**src/rtl/best_d_seq_if.sv**
```systemverilog
// ---------------------------------------------------------------------------
// best_d_seq_if
//   Request/response bundle for the best_d_seq parameter unit.
//   The master (encoder control FSM) drives start/n/t; the slave (best_d_seq)
//   returns ready/valid plus the d/u/err result.
//   Signals:
//     start  master->slave  request, sampled while ready=1
//     n      master->slave  block length (N_W bits)
//     t      master->slave  weight (T_W bits)
//     ready  slave->master  idle, a start will be accepted
//     valid  slave->master  one-cycle pulse: d/u/err updated
//     d      slave->master  result d (N_W bits)
//     u      slave->master  result u = ceil(log2 d) (U_W bits)
//     err    slave->master  last request had t==0
// ---------------------------------------------------------------------------
interface best_d_seq_if #(
   parameter int unsigned N_W = 21,
   parameter int unsigned T_W = 4,
   parameter int unsigned U_W = 5
);
   logic           start;
   logic [N_W-1:0] n;
   logic [T_W-1:0] t;
   logic           ready;
   logic           valid;
   logic [N_W-1:0] d;
   logic [U_W-1:0] u;
   logic           err;

   modport master (output start, n, t, input ready, valid, d, u, err);
   modport slave  (input start, n, t, output ready, valid, d, u, err);
endinterface

```
**src/rtl/best_d_seq.sv**
```systemverilog
// ---------------------------------------------------------------------------
// best_d_seq
//   Multi-cycle best_d parameter unit for the constant-weight encoder.
//   Computes d = floor(ln2*(n-(t-1)/2)/t) and u = ceil(log2 d) using a
//   fixed-point ln2 constant and a bit-serial restoring divider.
//   Evaluated as floor((2n-t+1)*LN2_Q / (2t) / 2^FRAC).
//
//   Ports:
//     clk  rising-edge clock
//     rst  asynchronous active-high reset
//     bus  best_d_seq_if.slave: start/n/t in, ready/valid/d/u/err out
//
//   Sequence: IDLE -accept-> LOAD -> DIV (NUM_W cycles) -> NORM -> IDLE.
//   valid rises NUM_W+2 edges after the accept edge (40 at defaults).
//   t==0 bypasses DIV and reports err=1, d=0, u=0 two edges after accept.
//
//   Configuration macro:
//     BEST_D_POW2_EN  defined: d = 1<<u (all ones when u reaches N_W)
//                     undefined: d = exact floor quotient
// ---------------------------------------------------------------------------
module best_d_seq #(
   parameter int unsigned N_W   = 21,
   parameter int unsigned T_W   = 4,
   parameter int unsigned FRAC  = 16,
   parameter int unsigned LN2_Q = 45426,
   parameter int unsigned U_W   = 5
) (
   input  logic        clk,
   input  logic        rst,
   best_d_seq_if.slave bus
);

   localparam int unsigned A_W   = N_W + 2;            // signed 2n-t+1
   localparam int unsigned NUM_W = N_W + 1 + FRAC;     // dividend / quotient
   localparam int unsigned DEN_W = T_W + 1;            // 2t
   localparam int unsigned REM_W = T_W + 2;            // remainder
   localparam int unsigned CNT_W = $clog2(NUM_W + 1);
   localparam int unsigned DQ_W  = NUM_W - FRAC;       // integer part of q

   localparam logic [1:0] S_IDLE = 2'd0;
   localparam logic [1:0] S_LOAD = 2'd1;
   localparam logic [1:0] S_DIV  = 2'd2;
   localparam logic [1:0] S_NORM = 2'd3;

   logic [1:0]       state_q, state_d;
   logic [N_W-1:0]   n_q, n_d;
   logic [T_W-1:0]   t_q, t_d;
   logic [NUM_W-1:0] num_q, num_d;
   logic [DEN_W-1:0] den_q, den_d;
   logic [REM_W-1:0] rem_q, rem_d;
   logic [NUM_W-1:0] quot_q, quot_d;
   logic [CNT_W-1:0] cnt_q, cnt_d;
   logic [N_W-1:0]   res_d_q, res_d_d;
   logic [U_W-1:0]   res_u_q, res_u_d;
   logic             err_q, err_d;
   logic             valid_q, valid_d;

   // ---------------- LOAD operands ----------------
   // a is formed in A_W bits; a set MSB means 2n+1 < t and a clamps to 0.
   logic [A_W-1:0]   a_raw;
   logic [N_W:0]     a_clamp;
   logic [NUM_W-1:0] num_load;
   logic [DEN_W-1:0] den_load;

   always_comb begin
      a_raw    = {1'b0, n_q, 1'b0} - {{(A_W-T_W){1'b0}}, t_q} + A_W'(1);
      a_clamp  = a_raw[A_W-1] ? '0 : a_raw[N_W:0];
      num_load = NUM_W'(a_clamp) * NUM_W'(LN2_Q);
      den_load = {t_q, 1'b0};
   end

   // ---------------- restoring divider step ----------------
   // rem < den always holds, so the shifted remainder fits REM_W+1 bits and
   // the post-subtract remainder fits REM_W bits.
   logic [REM_W:0]   rem_sh;
   logic             q_bit;
   logic [REM_W-1:0] rem_sub;

   always_comb begin
      rem_sh  = {rem_q, num_q[NUM_W-1]};
      q_bit   = (rem_sh >= {{(REM_W+1-DEN_W){1'b0}}, den_q});
      rem_sub = rem_sh[REM_W-1:0] - {1'b0, den_q};
   end

   // ---------------- NORM: integer quotient, u, final d ----------------
   logic [DQ_W-1:0] dq;
   logic [DQ_W-1:0] dq_m1;
   logic [U_W-1:0]  u_enc;
   logic            unused_frac;
   logic [N_W-1:0]  norm_d;
   logic [U_W-1:0]  norm_u;
   logic            norm_err;

   assign dq          = quot_q[NUM_W-1:FRAC];
   assign unused_frac = ^quot_q[FRAC-1:0];   // fraction bits are floored away

   // ceil(log2 x) for x>=1 equals the bit length of x-1 (0 for x==1).
   always_comb begin
      dq_m1 = dq - DQ_W'(1);
      u_enc = '0;
      for (int i = 0; i < int'(DQ_W); i++) begin
         if (dq_m1[i]) u_enc = U_W'(i + 1);
      end
   end

   always_comb begin
      norm_d   = '0;
      norm_u   = '0;
      norm_err = 1'b0;
      if (t_q == '0) begin
         norm_err = 1'b1;
      end else if (dq == '0) begin
         norm_d = N_W'(1);
      end else if (dq[N_W]) begin
         // dq >= 2^N_W cannot be represented: saturate
         norm_d = '1;
         norm_u = U_W'(N_W);
      end else begin
         norm_u = u_enc;
`ifdef BEST_D_POW2_EN
         // 1<<N_W does not fit in N_W bits; report all ones instead
         if (u_enc >= U_W'(N_W)) norm_d = '1;
         else                    norm_d = N_W'(1) << u_enc;
`else
         norm_d = dq[N_W-1:0];
`endif
      end
   end

   // ---------------- FSM / datapath next state ----------------
   always_comb begin
      state_d = state_q;
      n_d     = n_q;
      t_d     = t_q;
      num_d   = num_q;
      den_d   = den_q;
      rem_d   = rem_q;
      quot_d  = quot_q;
      cnt_d   = cnt_q;
      res_d_d = res_d_q;
      res_u_d = res_u_q;
      err_d   = err_q;
      valid_d = 1'b0;

      case (state_q)
         S_IDLE: begin
            if (bus.start) begin
               n_d     = bus.n;
               t_d     = bus.t;
               state_d = S_LOAD;
            end
         end
         S_LOAD: begin
            num_d   = num_load;
            den_d   = den_load;
            rem_d   = '0;
            quot_d  = '0;
            cnt_d   = CNT_W'(NUM_W - 1);
            state_d = (t_q == '0) ? S_NORM : S_DIV;
         end
         S_DIV: begin
            num_d  = {num_q[NUM_W-2:0], 1'b0};
            quot_d = {quot_q[NUM_W-2:0], q_bit};
            rem_d  = q_bit ? rem_sub : rem_sh[REM_W-1:0];
            if (cnt_q == '0) state_d = S_NORM;
            else             cnt_d   = cnt_q - CNT_W'(1);
         end
         S_NORM: begin
            res_d_d = norm_d;
            res_u_d = norm_u;
            err_d   = norm_err;
            valid_d = 1'b1;
            state_d = S_IDLE;
         end
         default: state_d = S_IDLE;
      endcase
   end

   always_ff @(posedge clk or posedge rst) begin
      if (rst) begin
         state_q <= S_IDLE;
         n_q     <= '0;
         t_q     <= '0;
         num_q   <= '0;
         den_q   <= '0;
         rem_q   <= '0;
         quot_q  <= '0;
         cnt_q   <= '0;
         res_d_q <= '0;
         res_u_q <= '0;
         err_q   <= 1'b0;
         valid_q <= 1'b0;
      end else begin
         state_q <= state_d;
         n_q     <= n_d;
         t_q     <= t_d;
         num_q   <= num_d;
         den_q   <= den_d;
         rem_q   <= rem_d;
         quot_q  <= quot_d;
         cnt_q   <= cnt_d;
         res_d_q <= res_d_d;
         res_u_q <= res_u_d;
         err_q   <= err_d;
         valid_q <= valid_d;
      end
   end

   assign bus.ready = (state_q == S_IDLE);
   assign bus.valid = valid_q;
   assign bus.d     = res_d_q;
   assign bus.u     = res_u_q;
   assign bus.err   = err_q;

endmodule

```
**src/flat_wrapper.sv**
```systemverilog
// flat-port wrapper written by rule: the top's interface ports become plain ports
module best_d_seq_flat 
#(
   parameter int unsigned N_W   = 21,
   parameter int unsigned T_W   = 4,
   parameter int unsigned FRAC  = 16,
   parameter int unsigned LN2_Q = 45426,
   parameter int unsigned U_W   = 5
)
  (clk, rst, bus_start, bus_n, bus_t, bus_ready, bus_valid, bus_d, bus_u, bus_err);
  best_d_seq_if #(.N_W(N_W), .T_W(T_W), .U_W(U_W)) bus_i ();
  input  logic clk;
  input  logic rst;
  input wire logic [$bits(bus_i.start)-1:0] bus_start;
  input wire logic [$bits(bus_i.n)-1:0] bus_n;
  input wire logic [$bits(bus_i.t)-1:0] bus_t;
  output wire logic [$bits(bus_i.ready)-1:0] bus_ready;
  output wire logic [$bits(bus_i.valid)-1:0] bus_valid;
  output wire logic [$bits(bus_i.d)-1:0] bus_d;
  output wire logic [$bits(bus_i.u)-1:0] bus_u;
  output wire logic [$bits(bus_i.err)-1:0] bus_err;
  assign bus_i.start = bus_start;
  assign bus_i.n = bus_n;
  assign bus_i.t = bus_t;
  assign bus_ready = bus_i.ready;
  assign bus_valid = bus_i.valid;
  assign bus_d = bus_i.d;
  assign bus_u = bus_i.u;
  assign bus_err = bus_i.err;
  best_d_seq #(.N_W(N_W), .T_W(T_W), .FRAC(FRAC), .LN2_Q(LN2_Q), .U_W(U_W)) u_core (.clk(clk), .rst(rst), .bus(bus_i));
endmodule
```
**config.mk**
```make
export PLATFORM = sky130hd
export DESIGN_NAME = best_d_seq_flat
export DESIGN_NICKNAME = d
export VERILOG_FILES = /design/src/rtl/best_d_seq_if.sv /design/src/rtl/best_d_seq.sv /design/src/flat_wrapper.sv
export SDC_FILE = /design/constraint.sdc
export NUM_CORES = 1
export LEC_CHECK = 0
export CORE_MARGIN = 8
export CORE_UTILIZATION = 45
export CTS_CLUSTER_DIAMETER = 100
export DETAILED_ROUTE_END_ITERATION = 8
export PLACE_DENSITY = 0.6
export SYNTH_ARGS = -nofsm -noshare
export SYNTH_HDL_FRONTEND = slang
export SYNTH_SLANG_ARGS = --single-unit
```
**constraint.sdc**
```tcl
create_clock -name clk -period 14.12 [get_ports clk]
set_clock_uncertainty 0.1 [all_clocks]
set_input_delay 2.824 -clock clk [delete_from_list [all_inputs] [get_ports clk]]
set_output_delay 2.824 -clock clk [all_outputs]
set_load 0.005 [all_outputs]
```
==> results.sh <==
export IMPL_report_final_slew_viol_count=0
export IMPL_r2r_end="u_core.num_q[34]$_DFFE_PP0P_"
export IMPL_drt_wl_total_um=29700
export IMPL_cts_root_buf="clkbuf_16"
export IMPL_synth_edf_count=0
export IMPL_timing_final_hold_violations=0
export IMPL_dieWidth_um=191.3
export IMPL_rsz0062_at_grt="false"
export IMPL_cts_inserted_buffers=17
export IMPL_gp_congestion=0.8607
export IMPL_ys_types=83
export IMPL_endpoint="u_core.num_q[34]$_DFFE_PP0P_"
export IMPL_required_ns=14.38
export IMPL_area_growth_pct=10.49
export IMPL_syn_area_um2=13830
export IMPL_cp_start_kind="register"
export IMPL_maxSlewHeadroom_pct=26.72
export IMPL_die_h_um=191.3
export IMPL_worstRegToRegCells=34
export IMPL_std_cell_rows=64
export IMPL_crit_buf_inv=5
export IMPL_multiInputGateArea_um2=9261
export IMPL_max_freq_mhz=112.4
export IMPL_ant_nets=0
export IMPL_io_buffer_count=56
export IMPL_synthMuxAreaShare_pct=3.320
export IMPL_diodes=0
export IMPL_synth_xor_area_share_pct=6.812
export IMPL_crit_type="reg2reg"
export IMPL_crit_arrival_ns=9.15
export IMPL_antenna_found_initial=0
export IMPL_cts_resized=0
export IMPL_worstPathMaxFanout=41
export IMPL_dominantRegCellSynth="dfrtp_1"
export IMPL_grt_overflow=0
export IMPL_cpPeakStageDelay_ns=0.49
export IMPL_clock_sinks=146
export IMPL_synth_nets=1763
export IMPL_num_io_pins=57
export IMPL_yosysSeqAreaShare_pct=26.42
export IMPL_post_route_drc_count=0
export IMPL_synthSimpleGateAreaFrac_pct=11.25
export IMPL_finalCritPeriodShare_pct=62.99
export IMPL_clk_latency_ns=0.44
export IMPL_core_um2=30430
export IMPL_hold_path_class="reg2reg"
export IMPL_grt_pass1_vias=9998
export IMPL_avgSynthCellArea_um2=9.441
export IMPL_worst_slew_pin_slew_ns=1.097
export IMPL_clock_path_buffers=2
export IMPL_synth_compound_area_share_pct=16.27
export IMPL_grt_max_degree=82
export IMPL_dr_pass1_iters=5
export IMPL_cts_reportedPaths_clkPinSlew_ns=0.07
export IMPL_crit_path_end_kind="register"
export IMPL_finalSetupTns_ns=0
export IMPL_cp_startpoint="u_core.t_q[2]$_DFFE_PP0P_"
export IMPL_ys_warnings_count=0
export IMPL_r2r_start="u_core.t_q[2]$_DFFE_PP0P_"
export IMPL_syn_inst=1465
export IMPL_cts_setup_buffers=0
export IMPL_cp_slowest_cell="fa_1"
export IMPL_setup_viol=0
export IMPL_worstSetupPathDepth=34
export IMPL_viasPerCell=5.343
export IMPL_cts_tree="built"
export IMPL_grt_use_total_pct=16.40
export IMPL_htreeDepth=4
export IMPL_synth_seq_cells=146
export IMPL_max_cap_violations=0
export IMPL_dpl_hpwl_um=22980
export IMPL_final_nets=1789
export IMPL_num_vias=10150
export IMPL_reg2reg_slack_ns=5.23
export IMPL_grt_first_pass_wirelength_um=49370
export IMPL_fp_dieArea_um2=36600
export IMPL_fillCellCount=2894
export IMPL_drive_above_1_share_pct=7.181
export IMPL_synthArstFlopShare_pct=100.0
export IMPL_hold_buffers=0
export IMPL_period_needed_ns=8.895
export IMPL_status="finished, final reports clean"
export IMPL_synth_top_family_by_area="adder cells"
export IMPL_synth_adder_area_share_pct=29.20
export IMPL_register_area_um2=3654
export IMPL_wire_per_inst_um=15.63
export IMPL_drt_iter0_markers=516
export IMPL_crit_family="adder cells"
export IMPL_start_util_pct=45.45
export IMPL_fin_util_pct=50.22
[worst reg2reg max path: cells and delay by family (launching register included)]
kind | cells | cell delay [ns]
AO/OA/AOI/OAI | 14 | 2.81
adder cells (fa/ha/maj) | 10 | 3.70
XOR/XNOR | 2 | 0.27
multiplexers | 1 | 0.08
AND/OR/NAND/NOR | 2 | 0.58
buffers and inverters | 5 | 0.88
flip-flops | 1 | 0.40
[cells in the mapped netlist, types with 33 or more instances]
master / count / area share, %
clkbuf_1: 40 / 1.1
nand2_1: 80 / 2.2
a21oi_1: 97 / 3.5
nor2_1: 112 / 3.0
inv_1: 171 / 4.6
dfrtp_1: 146 / 26
fa_1: 80 / 12
ha_1: 190 / 17
nand3_1: 33 / 1.2
a21o_1: 38 / 2.1
xor2_1: 41 / 2.6
xnor2_1: 61 / 3.9
o21ai_0: 57 / 2.1
[kinds of logic after synthesis]
group	Yosys count
buffers and inverters	233
xor gates and xnor gates	105
adders and majority gates	276
muxes	42
DFF	146
and+or+nand+nor	323
AOI/OAI and AO/OA	340
[area by class of cell]
type / instances / share of cell area, %
timing repair buffer: 63 / 4.012
clock inverter: 15 / 1.073
sequential: 146 / 23.91
multi-input combinational: 1086 / 60.60
clock buffer: 17 / 2.784
inverter: 177 / 4.380
tap: 396 / 3.242
[state kept, by name, summed over array words and instances, names as in the netlist]
| name | flops |
|---|---|
| u_core.quot_q | 38 |
| u_core.num_q | 37 |
| u_core.bus.d | 21 |
| u_core.n_q | 21 |
| u_core.cnt_q | 6 |
| u_core.rem_q | 6 |
| u_core.bus.u | 5 |
| u_core.den_q | 4 |
| u_core.t_q | 4 |
| u_core.state_q | 2 |
| u_core.bus.err | 1 |
| u_core.bus.valid | 1 |
[per-layer routing]
layer,global-route usage [%],wire length [um],up-vias,share of wire (%)
li1,-,-,5113,-
met1,20.85,13890,4903,47
met2,28.82,14750,110,50
met3,2.609,699,25,2.4
met4,3.789,371,0,1.2
met5,0,0,-,0
[cell usage in the layout (no fill, tap or decap), types with 9 or more instances in the layout]
| master | count |
|---|---|
| ha_1 | 188 |
| a21o_1 | 38 |
| and3_1 | 13 |
| xnor2_1 | 61 |
| nand2_1 | 80 |
| and2_1 | 9 |
| clkbuf_16 | 17 |
| inv_1 | 170 |
| mux2i_1 | 11 |
| o21a_1 | 10 |
| nand2b_1 | 11 |
| a211oi_1 | 11 |
| nor4_1 | 10 |
| nand3_1 | 33 |
| nor3_1 | 21 |
| a31oi_1 | 10 |
| fa_1 | 80 |
| mux2_2 | 31 |
| a21oi_1 | 97 |
| nor2_1 | 112 |
| o21ai_0 | 57 |
| o22ai_1 | 31 |
| o2bb2ai_1 | 22 |
| dfrtp_1 | 146 |
| clkdlybuf4s50_1 | 56 |
| xor2_1 | 41 |
[how the worst min path moves through the flow]
stage | startpoint | endpoint | slack [ns] | cells after the start
after global routing | u_core.bus.d[18]$_DFFE_PP0P_ | u_core.bus.d[18]$_DFFE_PP0P_ | 0.41 | 1
after floorplan | u_core.num_q[4]$_DFFE_PP0P_ | u_core.num_q[4]$_DFFE_PP0P_ | 0.35 | 1
after CTS | u_core.num_q[36]$_DFFE_PP0P_ | u_core.num_q[36]$_DFFE_PP0P_ | 0.39 | 2
after global placement | u_core.bus.d[8]$_DFFE_PP0P_ | u_core.bus.d[8]$_DFFE_PP0P_ | 0.37 | 1
after detailed placement | u_core.bus.d[8]$_DFFE_PP0P_ | u_core.bus.d[8]$_DFFE_PP0P_ | 0.37 | 1
final | u_core.bus.d[8]$_DFFE_PP0P_ | u_core.bus.d[8]$_DFFE_PP0P_ | 0.39 | 1
[through the flow]
step           cell area [um2]  hold WS (ns)  std cells  worst slack, ns
6_report                 15280        0.3865       1900            5.225
5_1_grt                  15280        0.4074       1900            4.634
4_1_cts                  15280        0.3912       1900            5.163
3_5_place_dp             14690        0.3743       1868            5.280
3_3_place_gp             14690        0.3671       1868            5.438
2_1_floorplan            13830        0.3507       1465            5.908
Power is not shown: default switching activity piles up to over one toggle a cycle in this logic, so the estimate is an artifact.
